===== src/rtl/seq_shift_unit.sv =====
// seq_shift_unit: iterative 32-bit shifter for SLL/SRL/SRA, one bit per clock
// under a start/done handshake. Stands in for a combinational barrel shifter
// next to the EX-stage ALU; the pipeline stalls while busy is high.
//
// Ports:
//   clk      in   rising-edge clock
//   rst_n    in   asynchronous active-low reset
//   start    in   shift request, sampled only while idle
//   op       in   MIPS funct[1:0]: 00 SLL, 10 SRL, 11 SRA, 01 pass-through
//   shamt    in   shift amount 0..31
//   data_in  in   operand (rt)
//   result   out  shifted value, valid with done, held until the next start
//   busy     out  high in every state except IDLE
//   done     out  one-cycle completion pulse
//
// Configuration macro:
//   SEQ_SHIFT_FAST4_EN  when defined, steps of 4 bits are taken while the
//                       remaining count is >= 4 (same results, lower latency).
module seq_shift_unit (
  input  logic        clk,
  input  logic        rst_n,
  input  logic        start,
  input  logic [1:0]  op,
  input  logic [4:0]  shamt,
  input  logic [31:0] data_in,
  output logic [31:0] result,
  output logic        busy,
  output logic        done
);

  localparam int unsigned DW = 32;
  localparam int unsigned SW = 5;

  localparam logic [1:0] OP_SLL = 2'b00;
  localparam logic [1:0] OP_SRL = 2'b10;
  localparam logic [1:0] OP_SRA = 2'b11;
  localparam logic [1:0] OP_RSV = 2'b01;

  typedef enum logic [1:0] {
    IDLE  = 2'd0,
    SHIFT = 2'd1,
    DONE  = 2'd2
  } state_e;

  state_e        state_q, state_d;
  logic [DW-1:0] acc_q, acc_d;
  logic [SW-1:0] cnt_q, cnt_d;
  logic [1:0]    op_q, op_d;
  logic          busy_q, busy_d;
  logic          done_q, done_d;

  // Single-position shift; the reserved op never reaches here with cnt != 0.
  function automatic logic [DW-1:0] shift1(input logic [DW-1:0] a, input logic [1:0] o);
    case (o)
      OP_SLL:  shift1 = {a[DW-2:0], 1'b0};
      OP_SRL:  shift1 = {1'b0, a[DW-1:1]};
      OP_SRA:  shift1 = {a[DW-1], a[DW-1:1]};
      default: shift1 = a;
    endcase
  endfunction

`ifdef SEQ_SHIFT_FAST4_EN
  // Four-position shift used while at least four steps remain.
  function automatic logic [DW-1:0] shift4(input logic [DW-1:0] a, input logic [1:0] o);
    case (o)
      OP_SLL:  shift4 = {a[DW-5:0], 4'b0000};
      OP_SRL:  shift4 = {4'b0000, a[DW-1:4]};
      OP_SRA:  shift4 = {{4{a[DW-1]}}, a[DW-1:4]};
      default: shift4 = a;
    endcase
  endfunction
`endif

  // State and datapath registers.
  always_ff @(posedge clk or negedge rst_n) begin
    if (!rst_n) begin
      state_q <= IDLE;
      acc_q   <= '0;
      cnt_q   <= '0;
      op_q    <= OP_SLL;
      busy_q  <= 1'b0;
      done_q  <= 1'b0;
    end else begin
      state_q <= state_d;
      acc_q   <= acc_d;
      cnt_q   <= cnt_d;
      op_q    <= op_d;
      busy_q  <= busy_d;
      done_q  <= done_d;
    end
  end

  // Next-state and datapath update.
  always_comb begin
    state_d = state_q;
    acc_d   = acc_q;
    cnt_d   = cnt_q;
    op_d    = op_q;

    case (state_q)
      IDLE: begin
        if (start) begin
          acc_d   = data_in;
          cnt_d   = (op == OP_RSV) ? '0 : shamt;
          op_d    = op;
          state_d = SHIFT;
        end
      end
      SHIFT: begin
        if (cnt_q == '0) begin
          state_d = DONE;
        end else begin
`ifdef SEQ_SHIFT_FAST4_EN
          if (cnt_q >= SW'(4)) begin
            acc_d = shift4(acc_q, op_q);
            cnt_d = cnt_q - SW'(4);
          end else begin
            acc_d = shift1(acc_q, op_q);
            cnt_d = cnt_q - SW'(1);
          end
`else
          acc_d = shift1(acc_q, op_q);
          cnt_d = cnt_q - SW'(1);
`endif
        end
      end
      DONE:    state_d = IDLE;
      default: state_d = IDLE;
    endcase

    // Flags are registered from the next state so they track state_q exactly.
    busy_d = (state_d != IDLE);
    done_d = (state_d == DONE);
  end

  assign result = acc_q;
  assign busy   = busy_q;
  assign done   = done_q;

endmodule


===== config.mk =====
export PLATFORM = sky130hd
export DESIGN_NAME = seq_shift_unit
export DESIGN_NICKNAME = d
export VERILOG_FILES = /design/src/rtl/seq_shift_unit.sv
export SDC_FILE = /design/constraint.sdc
export NUM_CORES = 1
export LEC_CHECK = 0
export ABC_AREA = 1
export CAP_MARGIN = 20
export CORE_ASPECT_RATIO = 0.5
export CORE_MARGIN = 5
export CORE_UTILIZATION = 44
export CTS_CLUSTER_DIAMETER = 50
export CTS_CLUSTER_SIZE = 24
export DETAILED_ROUTE_END_ITERATION = 8
export HOLD_SLACK_MARGIN = 0.12
export PLACE_DENSITY = 0.74
export SETUP_SLACK_MARGIN = 0.4
export SYNTH_ARGS = -nofsm -noshare
export SYNTH_HDL_FRONTEND = slang
export SYNTH_SLANG_ARGS = --single-unit

===== constraint.sdc =====
create_clock -name clk -period 1.29 [get_ports clk]
set_input_delay 0.258 -clock clk [delete_from_list [all_inputs] [get_ports clk]]
set_output_delay 0.258 -clock clk [all_outputs]
set_load 0.01 [all_outputs]

* After elaboration in Yosys (flattened, before gate mapping)
Index checks and enable logic that the tools add are counted.
Word-level totals: register bits 43, input bits 42, output and inout bits 34, logic and storage cells 38
Operators by class: add/subtract/negate cells 1, equality and inequality tests 10, mux-type cells 11, reductions and logical operators 9
Operators with widths (count):
- 32-bit case mux with 3 select lines | 1
- 32-bit 2-to-1 mux | 2
- 32-bit case mux with 2 select lines | 1
- 5-bit 2-to-1 mux | 3
- 5-bit case mux with 2 select lines | 1
- 2-bit equality test, second input constant | 3
- 2-bit inequality test, second input constant | 3
- 5-bit zero test | 1
- 5-bit AND reduction | 1
- 5-bit by 1-bit subtractor with 5-bit output, second input constant | 1
- 2-bit by 1-bit equality test with 1-bit output, second input constant | 2
- 2-bit zero test | 2
- 2-bit 2-to-1 mux | 2
- 4-bit inequality test, second input constant | 1
- 2-bit case mux with 2 select lines | 1
- 4-bit AND reduction | 1
- 2-bit nonzero test | 2
- 3-bit inequality test, second input constant | 1
- 3-bit AND reduction | 1
- 2-bit AND reduction | 1

* Logic depth before layout (Yosys ltp)
Gate-level depths: netlist (run 1).
word-level depth 4, mapped depth 9

* Least setup slack after synthesis (run 1)
OpenSTA, ideal clock, no wires.
path type flip-flop to flip-flop, start point register cnt_q[0], end point register acc_q[19] (netlist: result[19]), data arrival time 1240 ps, required time 1173 ps, setup slack -67 ps, cell stages (with the launch flop) 9, path buffers 1, period minus slack after synthesis 1357 ps, cells stage by stage dfrtp_1 -> inv_1 -> ha_1 -> nand3_4 -> nand2_4 -> nand2_8 -> buf_4 -> nand3_1 -> nand2_1
On the way: longest elaborated chain between the ends 3
Ends and longest elaborated chain:
- start: declaration | RTL line 47 | logic [SW-1:0] cnt_q, cnt_d;
- start signal: assignment | RTL line 86 | cnt_q <= cnt_d;
- 5-bit zero test | RTL line 110 | if (cnt_q == '0) begin
- 2-bit inequality test (no line)
- 4-bit AND reduction (no line)
- end signal: assignment | RTL line 78 | acc_q <= '0;
- end signal: assignment | RTL line 85 | acc_q <= acc_d;
- end: declaration | RTL line 46 | logic [DW-1:0] acc_q, acc_d;
Every way passes these cells. A chain may end at the register's enable or synchronous reset.

* Final worst setup path (run 1)
start point register cnt_q[1], end point register acc_q[15] (netlist: result[15])
Same word-level chain as after synthesis.

==> results.toml, run 1 <==
[sta]
period_needed_ns = 1.35
slew_headroom_pct = 83.2
hold_viol_final = 0
worstMarginPinSlew_ns = 0.252
slew_viol_final = 0
period_share_pct = 104
fin_ws_ns = -0.0573
setup_viol = 28
fmax_mhz = 742
finalHoldWorstSlack_ns = 0.482
rsz0062_at_grt = "true"
fin_skew_ns = 0.00791

[worst_setup_path]
critPathArrivalTime_ns = 1.57
slowest_stage = "dfrtp_1"
endpoint_kind = "flip-flop"
crit_chain = "inv_2, ha_4, nand3_4, nand2_4, nand2_8, buf_12, nand2_8, nand2_2, nand2_1"
critPathKind = "flip-flop to flip-flop"
path_common_cell = "nand2_8"
max_stage_delay_ns = 0.38
path_max_fanout = 8
crit_family = "simple AND/OR/NAND/NOR gates"
critPathLaunchType = "flip-flop"
worstPathRequired_ns = 1.51
crit_buf_inv = 2

[route]
drt_wl_total_mm = 8.15
dr.pass1.iters = 4
avgViaCountPerCell = 4.83
routedWlPerCell_um = 13.1
detail-route-antenna-nets = 0
dr.first_iter.drc_count = 224
dr_total_vias = 3001
drc = 0

[run_status]
run_status = "finished with violations"
violations = "setup timing"

[clock_tree]
numCtsBuffers = 5
cts_buffer_depth = 2
clockRootBuffer = "clkbuf_16"
clock_latency_ns = 0.28
cts_sinks = 43
htreeDepth = 2
clk_pin_slew_ns = 0.06
cts_tree = "yes"

[layout]
final_common_cell = "nand2_1"
antenna_cells = 0
nFillCells = 540
seq_area_um2 = 1080
postLayoutCoreUtil_pct = 69.0
drive_gt1_share_pct = 30.2
area_growth_pct = 52.9
final_nets = 575
final_cell_mix = "nand2_1 (246), buf_4 (56), dfrtp_1 (43), clkdlybuf4s50_1 (40), buf_2 (30)"
multi_input_area_um2 = 1610

[floorplanning]
die_h_um = 65.7
die_w_um = 121
dieArea_um2 = 7980
coreArea_um2 = 6060
initial_core_util_pct = 45.1
rows = 20
ioPinCount = 76

[placed_design]
gp_congestion = 0.793
hpwl_mm = 5.24
post-place-ws_ns = -0.144
port_buffers = 75

[power_and_ir_drop]
peakVddDrop_mv = 1.93
p_per_area_nw_per_um2 = 2970
power_leakage_nw = 2.29
finalPower_mw = 12.4

[global_routing]
antenna_found_initial = 0
grt_pass1_vias = 2846
met3_usage_pct = 3.87
met1_usage_pct = 29.1
grt_max_degree = 44
grt-ovfl-total = 0
grt_util_met2_pct = 35.6
busiest_layer = "met2"
grt_use_total_pct = 21.2
grt_pass1_wl_mm = 13.6

[run]
timing.max_cap.violations = 0

[min_path]
hold_class = "input port to asynchronous set/reset pin"

[synth]
postSynthAreaPerCell_um2 = 6.68
synthesis.nets = 452
yosysWarnings = 0
ys_ff_latch = 43
synth_area_um2 = 2730
synthCells = 409
synth.distinct_cells = 21
ys_seq_area_share_pct = 39.4
==> final cells by class <==
cell class,count,share of cell area [%]
clock buffers,6,3.08
clock inverters,2,1.44
inverters,8,0.779
multi-input cells,335,38.5
flip-flops and latches,43,25.8
well taps,88,2.64
repair buffers,139,27.8
==> power breakdown <==
group | internal (mW) | leakage [nW] | switching, mW | total, mW
Sequential | 2.01 | 0.541 | 0.379 | 2.39
Clock | 1.11 | 0.0911 | 0.541 | 1.65
Combinational | 3.55 | 1.66 | 4.84 | 8.38
==> logic make-up (layout without fill, tap and decap cells) <==
family | Yosys count | in the layout | share of synthesized area (%)
simple gates | 322 | 324 | 50.0
flops | 43 | 43 | 39.4
buf+inv | 33 | 155 | 8.01
compound gates | 8 | 8 | 1.46
fa+ha+maj | 1 | 1 | 0.458
xor+xnor | 1 | 1 | 0.321
mux | 1 | 1 | 0.412
==> metrics by stage <==
step,cell area (um^2),cells,TNS (ns)
floorplan,2790,409,0
global placement,3830,592,-3.93
detailed placement,3830,592,-4.44
CTS,4100,621,-0.659
global route,4180,621,-3.68
finish,4180,621,-0.694
==> synthesized netlist by cell type, drive strengths merged <==
cell type,instances,share of area (%)
nand2,272,40
nand3,45,9.2
dfrtp,43,39
buf,25,6.9
inv,8,1.1
o21ai,8,1.5
nor2,5,0.96
ha,1,0.46
mux2,1,0.41
xnor2,1,0.32
==> worst reg2reg max path, cell delays in order, from the launching register on <==
cell     delay, ns
dfrtp_1       0.38
inv_2         0.08
ha_4          0.16
nand3_4       0.09
nand2_4       0.10
nand2_8       0.09
buf_12        0.15
nand2_8       0.12
nand2_2       0.05
nand2_1       0.06
==> path summary, 6_finish.rpt <==
kind | start | endpoint | slack (ns) | depth (start not counted)
max | cnt_q[1] | result[15] | -0.06 | 9
min | rst_n | done | 0.48 | 3
max reg2reg | cnt_q[1] | result[15] | -0.06 | 9
min reg2reg | cnt_q[4] | cnt_q[4] | 0.53 | 2
max in group asynchronous | rst_n | result[11] | 0.58 | 3
min in group clk | cnt_q[4] | cnt_q[4] | 0.53 | 2
==> sequential cells by signal, summed over array words and instances (netlist names) <==
name	flops
result	32
cnt_q	5
op_q	2
state_q	2
busy	1
done	1
==> layer usage <==
layer / share of wire (%) / vias up
li1: - / 1516
met1: 46 / 1395
met2: 48 / 86
met3: 5.8 / 4
met4: 0.60 / 0
met5: 0 / -
==> repair_timing <==
item | in CTS | in global routing
gates resized for setup | 148 | 23
pin swaps | 4 | 3
endpoints found under the setup margin | 77 | 77
cloned | 2 | 0
hold buffers | 1 | 0
hold endpoints to repair | 43 | 0
buffers inserted | 18 | 0
Note: power is estimated with default switching activity, not from simulation.
==> inputs of run 2 (changes only) <==
Settings changed: GPL_ROUTABILITY_DRIVEN set to 0, MAX_ROUTING_LAYER set to met4.
==> results.toml, run 2 (synthesized netlist as in run 1, its figures left out) <==
[route]
detail-route-antenna-nets = 0
drc = 0
dr.first_iter.drc_count = 216
dr.pass1.iters = 5
drt_wl_total_mm = 8.11
avgViaCountPerCell = 4.83
dr_total_vias = 3002
routedWlPerCell_um = 13.1

[sta]
setup_tns_ns = -0.656
period_needed_ns = 1.34
rsz0062_at_grt = "true"
period_share_pct = 104
setup_viol = 26
worstMarginPinSlew_ns = 0.248
slew_headroom_pct = 83.4
hold_viol_final = 0
fmax_mhz = 744
fin_ws_ns = -0.0546
slew_viol_final = 0
fin_skew_ns = 0.00730

[worst_setup_path]
critPathLaunchType = "flip-flop"
path_max_fanout = 8
critPathKind = "flip-flop to flip-flop"
path_common_cell = "nand2_8"
endpoint_kind = "flip-flop"
crit_buf_inv = 2
critPathArrivalTime_ns = 1.56
crit_chain = "inv_2, ha_4, nand3_4, nand2_4, nand2_8, buf_12, nand2_8, nand2_2, nand2_1"
slowest_stage = "dfrtp_1"
crit_family = "simple AND/OR/NAND/NOR gates"
worstPathRequired_ns = 1.51
max_stage_delay_ns = 0.38

[global_routing]
antenna_found_initial = 0
grt_pass1_vias = 2849
grt_pass1_wl_mm = 13.6
grt_use_total_pct = 21.8
grt-ovfl-total = 0
grt_max_degree = 44

[layout]
drive_gt1_share_pct = 30.2
antenna_cells = 0
final_nets = 575
final_area_um2 = 4170
final_cell_mix = "nand2_1 (246), buf_4 (56), dfrtp_1 (43), clkdlybuf4s50_1 (40), buf_2 (31)"
final_common_cell = "nand2_1"
final_cells = 621
area_growth_pct = 52.7
largest_reg_flops = 32
postLayoutCoreUtil_pct = 68.9

[floorplanning]
die_w_um = 121
die_h_um = 65.7
dieArea_um2 = 7980
coreArea_um2 = 6060
initial_core_util_pct = 45.1
ioPinCount = 76
rows = 20

[min_path]
hold_class = "input port to asynchronous set/reset pin"

[clock_tree]
clock_latency_ns = 0.28
clk_pin_slew_ns = 0.06
cts_buffer_depth = 2
numCtsBuffers = 5
cts_tree = "yes"
htreeDepth = 2
cts_sinks = 43
clockRootBuffer = "clkbuf_16"

[run_status]
violations = "setup timing"
run_status = "finished with violations"

[power_and_ir_drop]
peakVddDrop_mv = 1.93
p_per_area_nw_per_um2 = 2970
power_leakage_nw = 2.29

[placed_design]
dpl.cell_count = 592
hpwl_mm = 5.24
placed_cell_area_um2 = 3830
port_buffers = 75

[run]
timing.max_cap.violations = 0
==> run 2: final cells by class <==
class / count / area (um^2)
multi-input combinational: 335 / 1610
clock buffer: 6 / 129
fill: 541 / 1880
inverter: 8 / 32.5
sequential: 43 / 1080
clock inverter: 2 / 60.1
tap: 88 / 110
timing repair buffer: 139 / 1150
==> run 2: final timing paths <==
check | to | slack [ns] | start | cells after the start
max | result[15] | -0.05 | cnt_q[1] | 9
max reg2reg | result[15] | -0.05 | cnt_q[1] | 9
max in group asynchronous | result[11] | 0.58 | rst_n | 3
min in group clk | cnt_q[4] | 0.53 | cnt_q[4] | 2
min reg2reg | cnt_q[4] | 0.53 | cnt_q[4] | 2
min | done | 0.48 | rst_n | 3
==> run 2: worst min-delay path, stage by stage <==
cell           delay, ns
dlygate4sd3_1       0.52
buf_2               0.12
buf_12              0.24
==> run 2: power breakdown <==
| group | switching [mW] | total [mW] | internal [mW] |
|---|---|---|---|
| clock network | 0.536 | 1.65 | 1.11 |
| logic | 4.84 | 8.37 | 3.53 |
| registers | 0.375 | 2.38 | 2.01 |
==> run 2: repair_timing <==
| item | CTS | global route |
|---|---|---|
| endpoints found under the setup margin | 77 | 77 |
| gates cloned | 2 | 0 |
| pin swaps | 4 | 3 |
| resized for setup | 148 | 22 |
| buffers inserted | 18 | 0 |
| endpoints found under the hold margin | 43 | 0 |
| hold buffers | 1 | 0 |
==> run 2: per-layer routing <==
layer | track usage [%] | vias up | share of wire (%)
li1 | - | 1517 | -
met1 | 29.1 | 1392 | 45
met2 | 35.6 | 89 | 49
met3 | 3.78 | 4 | 6.1
met4 | 3.91 | 0 | 0.49
met5 | - | - | 0
==> run 2: stage by stage <==
| step | setup slack (ns) | hold slack [ns] | power, mW |
|---|---|---|---|
| after floorplan | 0.0584 | -0.0376 | 7.48 |
| after CTS | -0.0390 | 0.489 | 12.1 |
| after global routing | -0.132 | 0.529 | 13.4 |
| after global placement | -0.129 | 0.253 | 9.79 |
| after detailed placement | -0.144 | 0.251 | 9.92 |
| final | -0.0546 | 0.484 | 12.4 |
==> inputs of run 3 (changes only) <==
Settings changed: CORE_ASPECT_RATIO 0.5 to unset, SKIP_CTS_REPAIR_TIMING set to 1.
==> results.toml, run 3 (synthesized netlist as in run 1, its figures left out) <==
[run_status]
run_status = "finished with violations"
violations = "setup timing"

[worst_setup_path]
reg2reg_depth = 8
critPathKind = "flip-flop to flip-flop"
critPathArrivalTime_ns = 1.56
reg2reg_to = "result[12]"
slowest_stage = "dfrtp_1"
worstPathRequired_ns = 1.49
path_common_cell = "nand2_8"
path_max_fanout = 5
cp-endpoint = "result[12]"
ff2ff_setup_slack_ns = -0.08
timing.rr.start = "cnt_q[0]"
crit_start = "cnt_q[0]"
crit_chain = "inv_2, ha_4, nand3_4, nand2_8, nand2_8, clkbuf_16, nand3_2, nand2_1"
critPathLaunchType = "flip-flop"
endpoint_kind = "flip-flop"
max_stage_delay_ns = 0.40

[clock_tree]
clock_latency_ns = 0.30
cts_sinks = 43
cts_tree = "yes"
cts_buffer_depth = 2
clk_pin_slew_ns = 0.08
numCtsBuffers = 5
htreeDepth = 2
clockRootBuffer = "clkbuf_8"

[sta]
rsz0062_at_grt = "true"
period_share_pct = 106
setup_viol = 37
hold_viol_final = 0
fin_skew_ns = 0.00320
finalHoldWorstSlack_ns = 0.447
period_needed_ns = 1.37
worstMarginPinSlew_ns = 0.242
slew_headroom_pct = 83.8
slew_viol_final = 0
fin_ws_ns = -0.0781
fmax_mhz = 731

[power_and_ir_drop]
peakVddDrop_mv = 1.70
netSwitchingPower_mw = 6.11
finalPower_mw = 12.5
power_leakage_nw = 2.30
seq_power_share_pct = 20.1
p_per_area_nw_per_um2 = 2980
combPwrFrac_pct = 72.9
internal_power_mw = 6.35
p_sw_share_pct = 49.0
clkPwrFrac_pct = 7.0

[layout]
drive_gt1_share_pct = 31.5
antenna_cells = 0
final_cell_mix = "nand2_1 (250), buf_4 (49), dfrtp_1 (43), clkdlybuf4s50_1 (40), buf_2 (33)"
final_common_cell = "nand2_1"
final_nets = 576
largest_reg_flops = 32
area_growth_pct = 53.0
final_cells = 609

[route]
dr.pass1.iters = 4
drt_wl_total_mm = 8.77
met2_length_mm = 4.16
routedWlPerCell_um = 14.4
avgViaCountPerCell = 5.09
drc = 0
wl_met1_mm = 3.69
dr.first_iter.drc_count = 319
dr_total_vias = 3101
route.met3.wl_um = 747
top_layer_used = "met4"
detail-route-antenna-nets = 0

[global_routing]
antenna_found_initial = 0
grt_max_degree = 44
grt_pass1_wl_mm = 12.6
grt-ovfl-total = 0
grt_use_total_pct = 20.7
grt_pass1_vias = 2795

[floorplanning]
dieArea_um2 = 7890
initial_core_util_pct = 45.6
rows = 28
ioPinCount = 76
die_h_um = 88.8
die_w_um = 88.8
coreArea_um2 = 5990

[min_path]
hold_class = "input port to asynchronous set/reset pin"

[placed_design]
dpl.cell_count = 570
port_buffers = 75
hpwl_mm = 5.26

[run]
timing.max_cap.violations = 0
[run 3: final cells by class]
class | instances | area [um^2]
Inverter | 8 | 32.5
Fill cell | 503 | 1810
Clock inverter | 2 | 12.5
Timing Repair Buffer | 139 | 1220
Multi-Input combinational cell | 336 | 1670
Sequential cell | 43 | 1080
Clock buffer | 6 | 72.6
Tap cell | 75 | 93.8
[run 3: power groups by stage]
| stage | Clock (mW) | Sequential [mW] | Combinational, mW |
|---|---|---|---|
| after floorplan | 0 | 2.75 | 4.73 |
| after global placement | 0 | 2.53 | 7.09 |
| after detailed placement | 0 | 2.54 | 7.29 |
| after CTS | 0.886 | 2.53 | 7.31 |
| after global routing | 0.942 | 2.56 | 9.97 |
| final | 0.874 | 2.50 | 9.09 |
[run 3: worst min path at each step]
stage | slack (ns) | endpoint | from
2_1_floorplan | -0.04 | busy | rst_n
3_3_place_gp | 0.25 | result[5] | rst_n
3_5_place_dp | 0.26 | result[5] | rst_n
4_1_cts | -0.07 | result[2] | rst_n
5_1_grt | 0.49 | result[2] | rst_n
6_report | 0.45 | result[5] | rst_n
[run 3: per-stage QoR]
stage / setup slack, ns / TNS [ns] / instance area, um^2 / utilization (%)
CTS: -0.256 / -8.21 / 3830 / 64.0
floorplan: 0.0584 / 0 / 2790 / -
finish: -0.0781 / -1.55 / 4180 / 69.8
global placement: -0.104 / -3.29 / 3750 / 62.6
detailed placement: -0.142 / -4.25 / 3750 / 62.6
global route: -0.149 / -3.78 / 4180 / 69.8
[run 3: metal layers]
metal  vias to the layer above  global-route usage, %
met3                        20                   3.54
li1                       1510                      -
met5                         -                      -
met4                         0                   4.26
met1                      1434                   27.7
met2                       137                   33.1
[run 3: worst max-delay path: cells and delay by family, from the launching register on]
kind          cells  cell delay [ns]
fa+ha+maj         1             0.15
flops             1             0.40
buf+inv           2             0.27
simple gates      5             0.44
